[src/rtl/word_assembler.sv]
// Packs SLICES narrow slices into one registered word. The word is valid one cycle after the load that fills the last slice.
// While a word waits for the consumer, loadReady drops and incoming loads are dropped; a handoff edge can also accept the first slice of the next word.
module word_assembler #(
  parameter int SLICE_W = 4,
  parameter int SLICES  = 2,
  parameter int SEL_W   = $clog2(SLICES)
) (
  input  logic                       clk,
  input  logic                       rstN,
  input  logic [SLICE_W-1:0]         dataIN,
  input  logic                       loadEn,
  input  logic [SEL_W-1:0]           loadSel,
  input  logic                       autoMode,
  input  logic                       clear,
  output logic                       loadReady,
  output logic [SLICE_W*SLICES-1:0]  wordOUT,
  output logic                       wordValid,
  input  logic                       wordReady,
  output logic [SLICES-1:0]          fillMask,
  output logic [SEL_W-1:0]           ptr
);

  localparam int WORD_W = SLICE_W * SLICES;
  localparam logic [SEL_W-1:0] LAST_SEL = SEL_W'(SLICES - 1);

  logic              accept;
  logic              handoff;
  logic              write;
  logic              sel_ok;
  logic [SEL_W-1:0]  idx;
  logic [SEL_W-1:0]  ptr_base;
  logic [SLICES-1:0] mask_base;

  logic [WORD_W-1:0] word_n;
  logic [SLICES-1:0] mask_n;
  logic [SEL_W-1:0]  ptr_n;
  logic              valid_n;

  assign loadReady = !wordValid | wordReady;
  assign handoff   = wordValid & wordReady;
  assign accept    = loadEn & loadReady & !clear;
  assign sel_ok    = int'(loadSel) < SLICES;

  // A handoff edge starts the next word from an empty mask and slice 0.
  assign ptr_base  = handoff ? '0 : ptr;
  assign mask_base = handoff ? '0 : fillMask;
  assign idx       = autoMode ? ptr_base : loadSel;
  assign write     = accept & (autoMode | sel_ok);

  always_comb begin
    word_n  = wordOUT;
    mask_n  = mask_base;
    ptr_n   = ptr_base;
    valid_n = 1'b0;
    if (write) begin
      for (int i = 0; i < SLICES; i++) begin
        if (idx == SEL_W'(i)) begin
          word_n[i*SLICE_W +: SLICE_W] = dataIN;
          mask_n[i]                    = 1'b1;
        end
      end
      if (autoMode) begin
        ptr_n = (ptr_base == LAST_SEL) ? '0 : ptr_base + SEL_W'(1);
      end
    end
    valid_n = &mask_n;
    if (clear) begin
      word_n  = '0;
      mask_n  = '0;
      ptr_n   = '0;
      valid_n = 1'b0;
    end
  end

  always_ff @(posedge clk or negedge rstN) begin
    if (!rstN) begin
      wordOUT   <= '0;
      fillMask  <= '0;
      ptr       <= '0;
      wordValid <= 1'b0;
    end else begin
      wordOUT   <= word_n;
      fillMask  <= mask_n;
      ptr       <= ptr_n;
      wordValid <= valid_n;
    end
  end

endmodule

[config.mk]
export PLATFORM = sky130hd
export DESIGN_NAME = word_assembler
export DESIGN_NICKNAME = d
export VERILOG_FILES = /design/src/rtl/word_assembler.sv
export SDC_FILE = /design/constraint.sdc
export NUM_CORES = 1
export LEC_CHECK = 0
export ABC_AREA = 1
export BUFFER_PORTS_ARGS = -buffer_cell sky130_fd_sc_hd__buf_2
export CAP_MARGIN = 40
export CORE_MARGIN = 4
export CORE_UTILIZATION = 45
export CTS_CLUSTER_SIZE = 12
export DETAILED_ROUTE_END_ITERATION = 10
export PLACE_DENSITY_LB_ADDON = 0.05
export SETUP_SLACK_MARGIN = 0.5
export SLEW_MARGIN = 15
export SYNTH_ARGS = -nofsm -noshare
export SYNTH_HDL_FRONTEND = slang
export SYNTH_SLANG_ARGS = --single-unit
[constraint.sdc]
create_clock -name clk -period 1.25 [get_ports clk]
set_clock_uncertainty 0.05 [all_clocks]
set_input_delay 0.25 -clock clk [delete_from_list [all_inputs] [get_ports clk]]
set_output_delay 0.25 -clock clk [all_outputs]
set_load 0.005 [all_outputs]
==> flow_summary.yaml <==
placement:
  hpwl_mm: 1.04
  finalWeightedCongestion: 0.734
  port_buffers: 23
  pre_cts_slack_ns: 0.164
worst_setup_path:
  worst-setup-path-type: "flop to output port"
  worstPathArrival_ns: 0.86
  reg2regPathDepth: 8
  worstPathRequired_ns: 0.95
  path_max_fanout: 3
  startpoint_type: "flop"
  critPathCaptureType: "output port"
routing:
  drtAntennaViolNets: 0
  post-route-drc-count: 0
  vias: 598
  drt-pass1-iter-count: 4
  wl_per_cell_um: 11.5
  wl_mm: 1.45
  viasPerCell: 4.75
  drtIter0Drc: 11
global_routing:
  overflow: 0
  grt_max_degree: 13
  grt_first_pass_wirelength_mm: 2.39
  grt_usage_pct: 16.4
  antenna_found_initial: 0
  grt_pass1_vias: 566
outcome:
  status: "complete, no violations"
sta:
  max_freq_mhz: 862
  slew_headroom_pct: 81.9
  hold_viol_final: 0
  rsz0062_at_grt: "true"
  finalSetupViolCount: 0
  layout_setup_ws_ns: 0.0903
  tightest_slew_ns: 0.272
  finalCritPeriodShare_pct: 92.8
  slew_viol_final: 0
  period_needed_ns: 1.16
power:
  peakVddDrop_v: 0.000843
  seqPwrFrac_pct: 51.2
  p_leak_uw: 0.000540
  power_uw: 826
  intPower_uw: 601
  p_comb_share_pct: 21.6
  p_sw_uw: 225
  powerDensity_nw_per_um2: 946
  sw_frac_of_total_pct: 27.2
  pwr-share-clk_pct: 27.2
clock_network:
  cts_max_path_buffers: 2
  cts_num_sinks: 12
  clk_latency_ns: 0.27
  path_clk_slew_ns: 0.07
  h-tree-depth: 1
  numCtsBuffers: 3
  tritoncts: "done"
  cts_root_buf: "clkbuf_4"
floorplanning:
  ios: 24
  die_w_um: 44.8
  die_area_um2: 2010
  fp.coreArea_um2: 1190
  start_util_pct: 51.4
  rows: 12
  die_h_um: 44.8
synthesis:
  syn_inst: 77
  yosysSeqAreaShare_pct: 49.3
  synthesis.area_um2: 609
  synth.distinct_cells: 17
  synth_warnings: 0
  syn_nets: 88
  ys_seq_elements: 12
  synth_area_per_cell_um2: 7.91
layout:
  diodes: 0
  syn2layout_area_growth_pct: 43.3
  drive_gt1_share_pct: 50.0
  finish.utilization_pct: 73.6
  nets: 125
hold_path:
  hold_depth: 2
  hp-class: "primary input to flop"
job:
  maxCapViolations: 0
==> cell families after synthesis <==
| logic type | count (synthesis) | share of synthesized area (%) |
|---|---|---|
| DFF | 12 | 49.3 |
| AOI/OAI and AO/OA | 2 | 1.64 |
| and+or+nand+nor | 51 | 40.9 |
| buffers and inverters | 12 | 8.21 |
==> routing by layer <==
metal  vias up  share of wire [%]  track usage [%]
met5         -                  0                0
met4         0               0.62             3.51
met3         2                7.4             6.37
met2        18                 51             26.9
met1       266                 41             20.5
li1        312                  -                -
==> path summary, 6_finish.rpt <==
| check | to | startpoint | slack [ns] |
|---|---|---|---|
| worst max-delay path | loadReady | wordValid | 0.09 |
| worst min-delay path | ptr | clear | 0.21 |
| worst max register to register | wordOUT[2] | wordValid | 0.11 |
| worst min register to register | wordOUT[1] | wordOUT[1] | 0.46 |
| max in group asynchronous | wordValid | rstN | 0.59 |
| min in group asynchronous | ptr | rstN | 0.33 |
==> synthesized netlist by cell type, drive strengths merged <==
cell,count,area [um^2]
a21oi,1,5.00
buf,1,5.00
clkinv,1,5.00
dfrtp,12,300
inv,10,40.1
nand2,32,140
nand3,11,72.6
nand3b,1,7.51
nor2,6,22.5
o21ai,1,5.00
or2,1,6.26
==> through the flow <==
step                      instances  setup TNS, ns  hold slack (ns)  cell area [um^2]
final                           126              0            0.212               873
after global routing            126       -0.00501            0.221               873
after CTS                       123              0            0.208               837
after detailed placement        113              0           0.0901               754
after global placement          113              0           0.0869               754
after floorplan                  77              0          -0.0956               627
==> power by group through the flow <==
stage               combinational, uW  clock, uW  sequential (uW)
floorplan                        84.7          0              433
finish                            178        224              423
global route                      201        250              426
detailed placement                150          0              431
CTS                               169        231              423
global placement                  149          0              431
==> worst max-delay path, cell delays in order (launching register included) <==
cell and delay (ns):
dfrtp_1 0.40, nand2_2 0.09, buf_2 0.11
==> what timing repair did <==
item / CTS / global route
endpoints found under the hold margin: 12 / 0
resized for setup: 2 / 5
hold buffers: 1 / 0
setup endpoints to repair: 25 / 25
setup buffers: 6 / 3
pin swaps: 1 / 3
==> flip-flops by register name, summed over array words and instances, names as in the netlist <==
name       cells
wordOUT        8
fillMask       2
ptr            1
wordValid      1
==> area by class of cell <==
type                       instances  area, um^2
clock buffer                       3        22.5
tap                               14        17.5
fill                              89         313
inverter                          11        51.3
timing repair buffer              33         196
multi-input combinational         53         285
sequential                        12         300
==> layout by cell type (no fill, tap or decap), drive strengths merged <==
cell type / instances
buf: 32
inv: 10
nand3b: 1
nand3: 11
dlygate4sd3: 1
nor2: 6
o21ai: 1
clkinv: 1
nand2: 32
clkbuf: 3
a21oi: 1
dfrtp: 12
or2: 1
Power figures use the tool's default switching activity.
